[src/rtl/sna_pkg.sv]
// Shared types and constants for the SNA request receiver.
// SNA_RX_PARITY_EN widens each flit by one even-parity bit at the top.
package sna_pkg;

  localparam int unsigned FLIT_W    = 37;
  localparam int unsigned PAYLOAD_W = 32;
  localparam int unsigned VC_W      = 3;
  localparam int unsigned POV_W     = 4;

`ifdef SNA_RX_PARITY_EN
  localparam int unsigned FLIT_IN_W = FLIT_W + 1;
`else
  localparam int unsigned FLIT_IN_W = FLIT_W;
`endif

  localparam int unsigned TYPE_MSB = 36;
  localparam int unsigned TYPE_LSB = 35;
  localparam int unsigned VC_MSB   = 34;
  localparam int unsigned VC_LSB   = 32;

  localparam int unsigned HEAD_READ_BIT = 0;
  localparam int unsigned HEAD_POV_LSB  = 1;

  typedef enum logic [1:0] {
    FLIT_INV  = 2'b00,
    FLIT_HEAD = 2'b01,
    FLIT_BODY = 2'b10,
    FLIT_TAIL = 2'b11
  } flit_type_e;

  typedef enum logic [1:0] {
    ST_IDLE,
    ST_GET_ADDR,
    ST_GET_DATA,
    ST_PRESENT
  } rx_state_e;

endpackage

[src/rtl/sna_request_receiver_if.sv]
// Router/transmitter-facing bundle of the SNA request receiver.
// Flit width follows SNA_RX_PARITY_EN through sna_pkg::FLIT_IN_W.
interface sna_request_receiver_if import sna_pkg::*; #(
  parameter int unsigned NUM_VC = 8
);
  logic [FLIT_IN_W-1:0] flit_in;
  logic                 flit_valid;
  logic [NUM_VC-1:0]    on_off;
  logic [PAYLOAD_W-1:0] addr;
  logic [PAYLOAD_W-1:0] data;
  logic                 read;
  logic [POV_W-1:0]     pov_addr;
  logic                 is_valid;
  logic                 req_ready;
  logic                 proto_err;

  modport slave (
    input  flit_in, flit_valid, req_ready,
    output on_off, addr, data, read, pov_addr, is_valid, proto_err
  );

  modport master (
    output flit_in, flit_valid, req_ready,
    input  on_off, addr, data, read, pov_addr, is_valid, proto_err
  );
endinterface

[src/rtl/sna_flit_fifo.sv]
// Show-ahead flit FIFO: o_head shows the oldest entry whenever not empty.
// A push at full is accepted only when a pop frees the slot in the same cycle.
module sna_flit_fifo #(
  parameter int unsigned WIDTH = 37,
  parameter int unsigned DEPTH = 8
) (
  input  logic                   clock,
  input  logic                   reset,
  input  logic                   i_push,
  input  logic                   i_pop,
  input  logic [WIDTH-1:0]       i_data,
  output logic [WIDTH-1:0]       o_head,
  output logic [$clog2(DEPTH):0] o_count,
  output logic                   o_full,
  output logic                   o_empty
);
  localparam int unsigned AW = $clog2(DEPTH);
  localparam int unsigned CW = AW + 1;

  logic [WIDTH-1:0] r_mem [DEPTH];
  logic [AW-1:0]    r_wr_ptr;
  logic [AW-1:0]    r_rd_ptr;
  logic [CW-1:0]    r_count;
  logic             w_wr;
  logic             w_rd;

  assign o_full  = (r_count == CW'(DEPTH));
  assign o_empty = (r_count == '0);
  assign w_rd    = i_pop && !o_empty;
  assign w_wr    = i_push && (!o_full || w_rd);

  always_ff @(posedge clock) begin
    if (reset) begin
      r_wr_ptr <= '0;
      r_rd_ptr <= '0;
      r_count  <= '0;
    end else begin
      if (w_wr) r_wr_ptr <= r_wr_ptr + AW'(1);
      if (w_rd) r_rd_ptr <= r_rd_ptr + AW'(1);
      r_count <= r_count + CW'(w_wr) - CW'(w_rd);
    end
  end

  always_ff @(posedge clock) begin
    if (w_wr) r_mem[r_wr_ptr] <= i_data;
  end

  assign o_head  = r_mem[r_rd_ptr];
  assign o_count = r_count;
endmodule

[src/rtl/sna_request_receiver.sv]
// SNA request receiver: buffers router flits and reassembles them into one request.
// Optional SNA_RX_PARITY_EN checks even parity on every popped flit.
module sna_request_receiver import sna_pkg::*; #(
  parameter int unsigned FIFO_DEPTH = 8,
  parameter int unsigned OFF_MARGIN = 2,
  parameter int unsigned NUM_VC     = 8
) (
  input logic                   clock,
  input logic                   reset,
  sna_request_receiver_if.slave bus
);
  localparam int unsigned CW = $clog2(FIFO_DEPTH) + 1;

  logic [FLIT_IN_W-1:0] w_head;
  logic [CW-1:0]        w_count;
  logic [CW-1:0]        w_cnt_nxt;
  logic                 w_full, w_empty, w_pop, w_push_ok, w_drop;
  flit_type_e           w_type;
  logic [PAYLOAD_W-1:0] w_pl;
  logic                 w_par_bad;
  logic                 w_unused_vc;

  rx_state_e            r_state, w_state_nxt;
  logic                 w_ld_hdr, w_ld_addr, w_ld_data, w_clr_data, w_pkt_err;
  logic                 w_disc_set, w_disc_clr;

  logic [PAYLOAD_W-1:0] r_addr, r_data;
  logic                 r_read, r_proto_err, r_discard;
  logic [POV_W-1:0]     r_pov;
  logic [NUM_VC-1:0]    r_on_off;

  assign w_pop     = !w_empty && (r_state != ST_PRESENT);
  assign w_push_ok = bus.flit_valid && (!w_full || w_pop);
  assign w_drop    = bus.flit_valid && w_full && !w_pop;
  assign w_cnt_nxt = w_count + CW'(w_push_ok) - CW'(w_pop);

  sna_flit_fifo #(.WIDTH(FLIT_IN_W), .DEPTH(FIFO_DEPTH)) u_fifo (
    .clock   (clock),
    .reset   (reset),
    .i_push  (bus.flit_valid),
    .i_pop   (w_pop),
    .i_data  (bus.flit_in),
    .o_head  (w_head),
    .o_count (w_count),
    .o_full  (w_full),
    .o_empty (w_empty)
  );

  assign w_type      = flit_type_e'(w_head[TYPE_MSB:TYPE_LSB]);
  assign w_pl        = w_head[PAYLOAD_W-1:0];
  assign w_unused_vc = ^w_head[VC_MSB:VC_LSB];

`ifdef SNA_RX_PARITY_EN
  assign w_par_bad = ^w_head;
`else
  assign w_par_bad = 1'b0;
`endif

  always_ff @(posedge clock) begin
    if (reset) r_state <= ST_IDLE;
    else       r_state <= w_state_nxt;
  end

  always_comb begin
    w_state_nxt = r_state;
    w_ld_hdr    = 1'b0;
    w_ld_addr   = 1'b0;
    w_ld_data   = 1'b0;
    w_clr_data  = 1'b0;
    w_pkt_err   = 1'b0;
    w_disc_set  = 1'b0;
    w_disc_clr  = 1'b0;
    unique case (r_state)
      ST_IDLE: if (w_pop) begin
        if (w_type == FLIT_HEAD) begin
          w_ld_hdr    = 1'b1;
          w_disc_clr  = 1'b1;
          w_state_nxt = ST_GET_ADDR;
        end else begin
          w_pkt_err = !r_discard;
        end
      end
      ST_GET_ADDR: if (w_pop) begin
        if (w_type == FLIT_HEAD) begin
          w_ld_hdr  = 1'b1;
          w_pkt_err = 1'b1;
        end else if (w_type == FLIT_TAIL && r_read) begin
          w_ld_addr   = 1'b1;
          w_clr_data  = 1'b1;
          w_state_nxt = ST_PRESENT;
        end else if (w_type == FLIT_BODY && !r_read) begin
          w_ld_addr   = 1'b1;
          w_state_nxt = ST_GET_DATA;
        end else begin
          w_pkt_err   = 1'b1;
          w_state_nxt = ST_IDLE;
        end
      end
      ST_GET_DATA: if (w_pop) begin
        if (w_type == FLIT_HEAD) begin
          w_ld_hdr    = 1'b1;
          w_pkt_err   = 1'b1;
          w_state_nxt = ST_GET_ADDR;
        end else if (w_type == FLIT_TAIL) begin
          w_ld_data   = 1'b1;
          w_state_nxt = ST_PRESENT;
        end else begin
          w_pkt_err   = 1'b1;
          w_state_nxt = ST_IDLE;
        end
      end
      ST_PRESENT: if (bus.req_ready) w_state_nxt = ST_IDLE;
      default:    w_state_nxt = ST_IDLE;
    endcase
    // A corrupt flit overrides everything: drop back and swallow flits until a clean head.
    if (w_pop && w_par_bad) begin
      w_ld_hdr    = 1'b0;
      w_ld_addr   = 1'b0;
      w_ld_data   = 1'b0;
      w_clr_data  = 1'b0;
      w_pkt_err   = 1'b1;
      w_disc_set  = 1'b1;
      w_disc_clr  = 1'b0;
      w_state_nxt = ST_IDLE;
    end
  end

  always_ff @(posedge clock) begin
    if (reset) begin
      r_addr      <= '0;
      r_data      <= '0;
      r_read      <= 1'b0;
      r_pov       <= '0;
      r_proto_err <= 1'b0;
      r_on_off    <= '0;
      r_discard   <= 1'b0;
    end else begin
      if (w_ld_hdr) begin
        r_read <= w_pl[HEAD_READ_BIT];
        r_pov  <= w_pl[HEAD_POV_LSB +: POV_W];
      end
      if (w_ld_addr)  r_addr <= w_pl;
      if (w_clr_data) r_data <= '0;
      if (w_ld_data)  r_data <= w_pl;
      if (w_disc_set)      r_discard <= 1'b1;
      else if (w_disc_clr) r_discard <= 1'b0;
      r_proto_err <= w_drop | w_pkt_err;
      r_on_off    <= (w_cnt_nxt >= CW'(FIFO_DEPTH - OFF_MARGIN)) ? '1 : '0;
    end
  end

  assign bus.on_off    = r_on_off;
  assign bus.addr      = r_addr;
  assign bus.data      = r_data;
  assign bus.read      = r_read;
  assign bus.pov_addr  = r_pov;
  assign bus.is_valid  = (r_state == ST_PRESENT);
  assign bus.proto_err = r_proto_err;
endmodule

[src/flat_wrapper.sv]
// flat-port wrapper written by rule: the top's interface ports become plain ports
module sna_request_receiver_flat import sna_pkg::*;
#(
  parameter int unsigned FIFO_DEPTH = 8,
  parameter int unsigned OFF_MARGIN = 2,
  parameter int unsigned NUM_VC     = 8
)
  (clock, reset, bus_flit_in, bus_flit_valid, bus_req_ready, bus_on_off, bus_addr, bus_data, bus_read, bus_pov_addr, bus_is_valid, bus_proto_err);
  sna_request_receiver_if #(.NUM_VC(NUM_VC)) bus_i ();
  input logic clock;
  input logic reset;
  input wire logic [$bits(bus_i.flit_in)-1:0] bus_flit_in;
  input wire logic [$bits(bus_i.flit_valid)-1:0] bus_flit_valid;
  input wire logic [$bits(bus_i.req_ready)-1:0] bus_req_ready;
  output wire logic [$bits(bus_i.on_off)-1:0] bus_on_off;
  output wire logic [$bits(bus_i.addr)-1:0] bus_addr;
  output wire logic [$bits(bus_i.data)-1:0] bus_data;
  output wire logic [$bits(bus_i.read)-1:0] bus_read;
  output wire logic [$bits(bus_i.pov_addr)-1:0] bus_pov_addr;
  output wire logic [$bits(bus_i.is_valid)-1:0] bus_is_valid;
  output wire logic [$bits(bus_i.proto_err)-1:0] bus_proto_err;
  assign bus_i.flit_in = bus_flit_in;
  assign bus_i.flit_valid = bus_flit_valid;
  assign bus_i.req_ready = bus_req_ready;
  assign bus_on_off = bus_i.on_off;
  assign bus_addr = bus_i.addr;
  assign bus_data = bus_i.data;
  assign bus_read = bus_i.read;
  assign bus_pov_addr = bus_i.pov_addr;
  assign bus_is_valid = bus_i.is_valid;
  assign bus_proto_err = bus_i.proto_err;
  sna_request_receiver #(.FIFO_DEPTH(FIFO_DEPTH), .OFF_MARGIN(OFF_MARGIN), .NUM_VC(NUM_VC)) u_core (.clock(clock), .reset(reset), .bus(bus_i));
endmodule
[config.mk]
export PLATFORM = sky130hd
export DESIGN_NAME = sna_request_receiver_flat
export DESIGN_NICKNAME = d
export VERILOG_FILES = /design/src/rtl/sna_pkg.sv /design/src/rtl/sna_request_receiver_if.sv /design/src/rtl/sna_flit_fifo.sv /design/src/rtl/sna_request_receiver.sv /design/src/flat_wrapper.sv
export SDC_FILE = /design/constraint.sdc
export NUM_CORES = 1
export LEC_CHECK = 0
export ABC_AREA = 1
export CORE_ASPECT_RATIO = 1.1
export CORE_MARGIN = 4
export CORE_UTILIZATION = 60
export CTS_BUF_LIST = sky130_fd_sc_hd__clkbuf_8
export DETAILED_ROUTE_END_ITERATION = 6
export PLACE_DENSITY = 0.82
export SLEW_MARGIN = 10
export SYNTH_ARGS = -nofsm -noshare
export SYNTH_HDL_FRONTEND = slang
export SYNTH_SLANG_ARGS = --single-unit
[constraint.sdc]
create_clock -name clock -period 3.9 [get_ports clock]
set_clock_uncertainty 0.1 [all_clocks]
set_input_delay 0.78 -clock clock [delete_from_list [all_inputs] [get_ports clock]]
set_output_delay 0.78 -clock clock [all_outputs]
set_load 0.01 [all_outputs]
# After elaboration in Yosys (flattened, before gate mapping)

Memories as Yosys holds them, arrays and structs flattened. A register that Yosys moved wholly into a read port is not among the register bits.
Index checks and enable logic that the tools add are counted.

Add/sub/neg operators: 6
$lt $le $gt $ge: 1
Equal/unequal tests: 14
Multiplexer cells: 44
Bitwise logic cells: 1
Reductions and logical operators: 19

Operators by type and width:

| kind                                                                                | count |
|---|---|
| 32-bit 2-to-1 mux                                                                   | 2 |
| 1-bit 2-to-1 mux                                                                    | 27 |
| 2-bit 2-to-1 mux                                                                    | 10 |
| 2-bit != test, second input constant                                                | 6 |
| 4-bit by 1-bit adder with 4-bit output                                              | 2 |
| 2-bit equality test, second input constant                                          | 4 |
| 1-bit logical AND                                                                   | 8 |
| 8-bit 2-to-1 mux                                                                    | 1 |
| 2-bit case mux with 4 select lines                                                  | 1 |
| 4-bit by 1-bit subtractor with 4-bit output                                         | 2 |
| 3-bit by 1-bit adder with 3-bit output, second input constant                       | 2 |
| 3-bit 2-to-1 mux                                                                    | 2 |
| 6-bit AND reduction                                                                 | 1 |
| 2-bit by 1-bit equality test with 1-bit output, second input constant               | 2 |
| 4-bit equality test, second input constant                                          | 1 |
| 4-bit by 3-bit greater-or-equal comparator with 1-bit output, second input constant | 1 |
| 1-bit logical NOT                                                                   | 4 |
| 4-bit logical NOT                                                                   | 1 |
| 1-bit case mux with 3 select lines                                                  | 1 |
| 3-bit OR reduction                                                                  | 1 |
| 2-bit logical NOT                                                                   | 1 |
| 1-bit logical OR                                                                    | 2 |
| 2-bit by 1-bit != test with 1-bit output, second input constant                     | 1 |
| 2-bit nonzero test                                                                  | 1 |
| 1-bit bitwise OR                                                                    | 1 |

Register bits after elaboration: 90
RAM bits: 296
Input port bits: 41
Output and inout port bits: 79
Word-level logic and storage cells: 96
Memories kept: 1

Memory list:

| memory              | words | bits a word | read ports | clocked after memory_dff | write ports | line                | source |
|---|---|---|---|---|---|---|---|
| u_core.u_fifo.r_mem | 8     | 37          | 1          | 1                        | 1           | sna_flit_fifo.sv:20 | `logic [WIDTH-1:0] r_mem [DEPTH];` |

# Logic depth before layout (Yosys ltp)

Word-level depth: 9
Mapped depth: 15

# Modules after synthesis

Synthesis repeated with hierarchy kept, for this count alone.

Cells, all modules: 1393
Area total of the unflattened synthesis: 15320.9 µm²

By module, submodules not included:

| module               | times used | cells an instance | area an instance (µm²) | sequential area each (µm²) |
|---|---|---|---|---|
| sna_flit_fifo        | 1          | 1000              | 12245.5                | 9148.8 |
| sna_request_receiver | 1          | 393               | 3075.4                 | 1461.4 |

# Worst setup path after synthesis

OpenSTA, ideal clock, no wires.

Path type: reg-to-reg
From: register u_core.r_state[0]
To: memory u_core.u_fifo.r_mem[1][0], enable pin
Setup time: 0.425 ns
Arrival: 2.731 ns
Slack: 0.644 ns
Cell stages (with the launch flop): 10
Buffers on the path: 0
Period minus slack after synthesis: 3.256 ns
Cell sequence: dfxtp_1 ha_1 inv_1 nand2_1 nand3_1 and2_1 inv_1 nor2_1 inv_1 nor2_1

Cells in the longest elaborated chain, start to end: 7

RTL lines:

| what                                   | line                       | source |
|---|---|---|
| start, declared                        | sna_request_receiver.sv:23 | `rx_state_e r_state, w_state_nxt;` |
| start signal, assigned                 | sna_request_receiver.sv:61 | `else r_state <= w_state_nxt;` |
| 2-bit != test                          | sna_request_receiver.sv:32 | `assign w_pop = !w_empty && (r_state != ST_PRESENT);` |
| 1-bit logical AND                      | sna_request_receiver.sv:32 |  |
| 1-bit logical AND                      | sna_flit_fifo.sv:29        | `assign w_rd = i_pop && !o_empty;` |
| 1-bit logical OR                       | sna_flit_fifo.sv:30        | `assign w_wr = i_push && (!o_full \|\| w_rd);` |
| 1-bit logical AND                      | sna_flit_fifo.sv:30        |  |
| 1-bit 2-to-1 mux                       | sna_flit_fifo.sv:45        | `if (w_wr) r_mem[r_wr_ptr] <= i_data;` |
| 1-bit 2-to-1 mux (not written as such) | sna_flit_fifo.sv:45        |  |
| end, declared                          | sna_flit_fifo.sv:20        |  |

No other way between the ends.

==> impl_metrics.toml <==
[route]
wl_mm = 31.5
vias = 9871
post_drt_wl_per_cell_um = 18.8
drt_pre_antenna_iters = 5
drc = 0
drt_iter0_drc = 1076
vias_per_cell = 5.90
ant_nets = 0

[sta]
clock.fmax_mhz = 314
whs_ps = 343
fin_crit_ps = 3190
maxSlewHeadroom_pct = 47.7
rsz0062_at_grt = "false"
drv_slew = 0
setup_tns_ps = 0
hold_viol = 0
setup_viol = 0
setup_ws_ps = 712
finalCritPeriodShare_pct = 81.7
tightest_slew_ps = 785

[global_routing]
grt_max_degree = 80
grt_antenna_before_repair = 1
grt_pass1_wl_mm = 49.4
grt_pass1_vias = 9492
groute.usage.overall_pct = 23.6
gr-total-overflow = 0

[die]
core-area_um2 = 23100
ios = 120
start_util_pct = 61.5
row_count = 58
die_h_um = 170
dieArea_um2 = 26300
fp.dieW_um = 155

[clock_network]
cts_hold_buf = 0
clkTransAtPathRegs_ps = 60
clkLatencyLatePin_ps = 570
cts_max_level = 2
post_cts_resized = 0
postCtsSetupBuffers = 0
cts_tree = "done"
cts_num_sinks = 358
root_buffer = "clkbuf_8"
clk_path_buf_depth = 3
cts_made_buffers = 51

[critical_path]
cp_common_cell = "nand3_2"
r2r_cells = 9
r2r_setup_slack_ps = 710
worst-path-max-fanout = 34
rr_endpoint = "u_core.bus.addr[19]"
worstSetupPathType = "flop to flop"
startpoint_type = "flop"
cpLargestDelayFamily = "simple AND/OR/NAND/NOR gates"
end_kind = "flop"
path_cells = "clkinv_2, nand3_1, nand3_2, nand2_2, nand3_2, nand2_4, nand3_4, nand2_1, a21oi_1"
cp.arrival_ps = 3510
crit_slowest_cell = "dfxtp_2"
path_buf_inv = 1
required_ps = 4220
slowest_delay_ps = 700

[yosys]
ys_ff_latch = 358
syn-cell-area_um2 = 14200
netlist_top_cells_count = "edfxtp_1 (272), nor2_1 (158), o21ai_0 (148)"
synth.distinct_cells = 36
syn_avg_cell_area_um2 = 11.6
synth_edf_count = 272
yosysMostFrequentCell = "edfxtp_1"
ys.flop_type = "edfxtp_1"
ys_warn_count = 0
synth_largest_area_cell = "edfxtp_1"
synthTopCellsByArea = "edfxtp_1 (57%), dfxtp_1 (12%), o21ai_0 (5.2%)"
async_flop_share_pct = 0
yosys.area.top_type_share_pct = 57.3
yosysSeqAreaShare_pct = 69.4
synth_nets = 1285
synthCells = 1230

[finish]
nNetsFinal = 1385
diodes = 0
syn2layout_area_growth_pct = 15.5
fin_area_um2 = 16500
num-fill-cells = 1523
seqCellArea_um2 = 9900
multi_input_area_um2 = 3710
final_util_pct = 71.1
drive_gt1_share_pct = 8.81

[min_path]
holdCritStartpoint = "u_core.u_fifo.r_rd_ptr[2]"
hold_path.class = "flop to flop"
holdPathStages = 1

[place]
post_dp_cell_area_um2 = 15500
dp_slack_ps = 731
port_buffers = 116
gp_congestion = 0.830
dp_hpwl_mm = 18.0

[power_and_ir_drop]
cellLeakagePower_nw = 5.62
peakVddDrop_v = 0.000294
powerDensity_nw_per_um2 = 624

[status]
status = "completed"

[run]
drv_cap = 0
[stage by stage]
stage | power (mW) | cells
after floorplan | 6.75 | 1230
after global placement | 7.56 | 1577
after detailed placement | 7.66 | 1577
after CTS | 10.3 | 1673
after global routing | 10.8 | 1673
final | 10.3 | 1673
[per-layer routing]
metal | up-vias | GRT usage, % | routed length [µm]
met4 | 2 | 7.64 | 566
met1 | 4753 | 32.0 | 12800
met2 | 468 | 38.8 | 15300
li1 | 4607 | - | -
met3 | 41 | 4.49 | 2740
met5 | - | 0 | 20
[area by class of cell]
| class | count | area share [%] |
|---|---|---|
| clock buffer | 54 | 4.52 |
| clock inverter | 42 | 1.06 |
| inverter | 63 | 1.47 |
| multi-input combinational | 722 | 22.5 |
| sequential | 358 | 60.1 |
| tap | 300 | 2.28 |
| timing repair buffer | 134 | 8.00 |
[layout by cell type (no fill, tap or decap), types with 2 or more instances in the layout]
| cell | Yosys | layout |
|---|---|---|
| a21oi_1 | 62 | 62 |
| a21oi_2 | 12 | 12 |
| a31oi_1 | 5 | 5 |
| buf_12 | 0 | 2 |
| buf_4 | 18 | 16 |
| clkbuf_8 | 0 | 54 |
| clkdlybuf4s50_1 | 0 | 115 |
| clkinv_1 | 7 | 20 |
| clkinv_2 | 1 | 8 |
| dfxtp_1 | 86 | 83 |
| dfxtp_2 | 0 | 2 |
| edfxtp_1 | 272 | 272 |
| ha_1 | 13 | 13 |
| inv_1 | 52 | 73 |
| nand2_1 | 147 | 147 |
| nand2_2 | 2 | 2 |
| nand3_1 | 45 | 45 |
| nand3_2 | 6 | 6 |
| nand3_4 | 2 | 2 |
| nand4_1 | 33 | 33 |
| nor2_1 | 158 | 150 |
| nor2_4 | 1 | 9 |
| o211ai_1 | 4 | 4 |
| o21ai_0 | 148 | 148 |
| o21ai_1 | 14 | 14 |
| o221ai_1 | 16 | 16 |
| o22ai_1 | 44 | 44 |
| or2_0 | 4 | 4 |
[worst register-to-register path: stages (launching register included)]
cell	delay, ps
dfxtp_2	700
clkinv_2	510
nand3_1	280
nand3_2	90
nand2_2	140
nand3_2	130
nand2_4	360
nand3_4	470
nand2_1	200
a21oi_1	80
[registers in the layout, summed over array words and instances, names as in the netlist, named ones only]
name,cells
u_core.u_fifo.r_mem,272
u_core.bus.on_off,1
u_core.u_fifo.o_count,4
u_core.bus.data,32
u_core.r_state,2
u_core.bus.pov_addr,4
u_core.bus.read,1
u_core.bus.proto_err,1
u_core.u_fifo.r_wr_ptr,3
u_core.bus.addr,32
u_core.u_fifo.r_rd_ptr,3
[where the power goes]
| group | switching (mW) | internal (mW) | leakage, nW |
|---|---|---|---|
| Combinational | 2.18 | 0.930 | 1.90 |
| Sequential | 0.153 | 4.37 | 3.17 |
| Clock | 1.34 | 1.28 | 0.549 |
[cells by family (layout without fill, tap and decap cells)]
family | after synthesis | count (layout) | share of synthesized area, %
and+or+nand+nor | 401 | 401 | 12.2
DFF | 358 | 358 | 69.4
AOI/OAI and AO/OA | 306 | 306 | 12.0
buffers and inverters | 150 | 293 | 4.99
adders and majority gates | 14 | 14 | 1.28
xor gates and xnor gates | 1 | 1 | 0.0615
[how the worst max path moves through the flow]
stage                       from                         to  slack, ps  cells past startpoint
4_1_cts                     flop        u_core.bus.addr[19]        720                      9
3_5_place_dp                flop         u_core.bus.addr[6]        730                      9
3_3_place_gp                flop        u_core.bus.addr[10]        800                      9
2_1_floorplan  u_core.r_state[0]  u_core.u_fifo.r_mem[1][0]        640                      9
5_1_grt                     flop        u_core.bus.addr[19]        480                      9
6_report                    flop        u_core.bus.addr[19]        710                      9
Power figures use the tool's default switching activity.
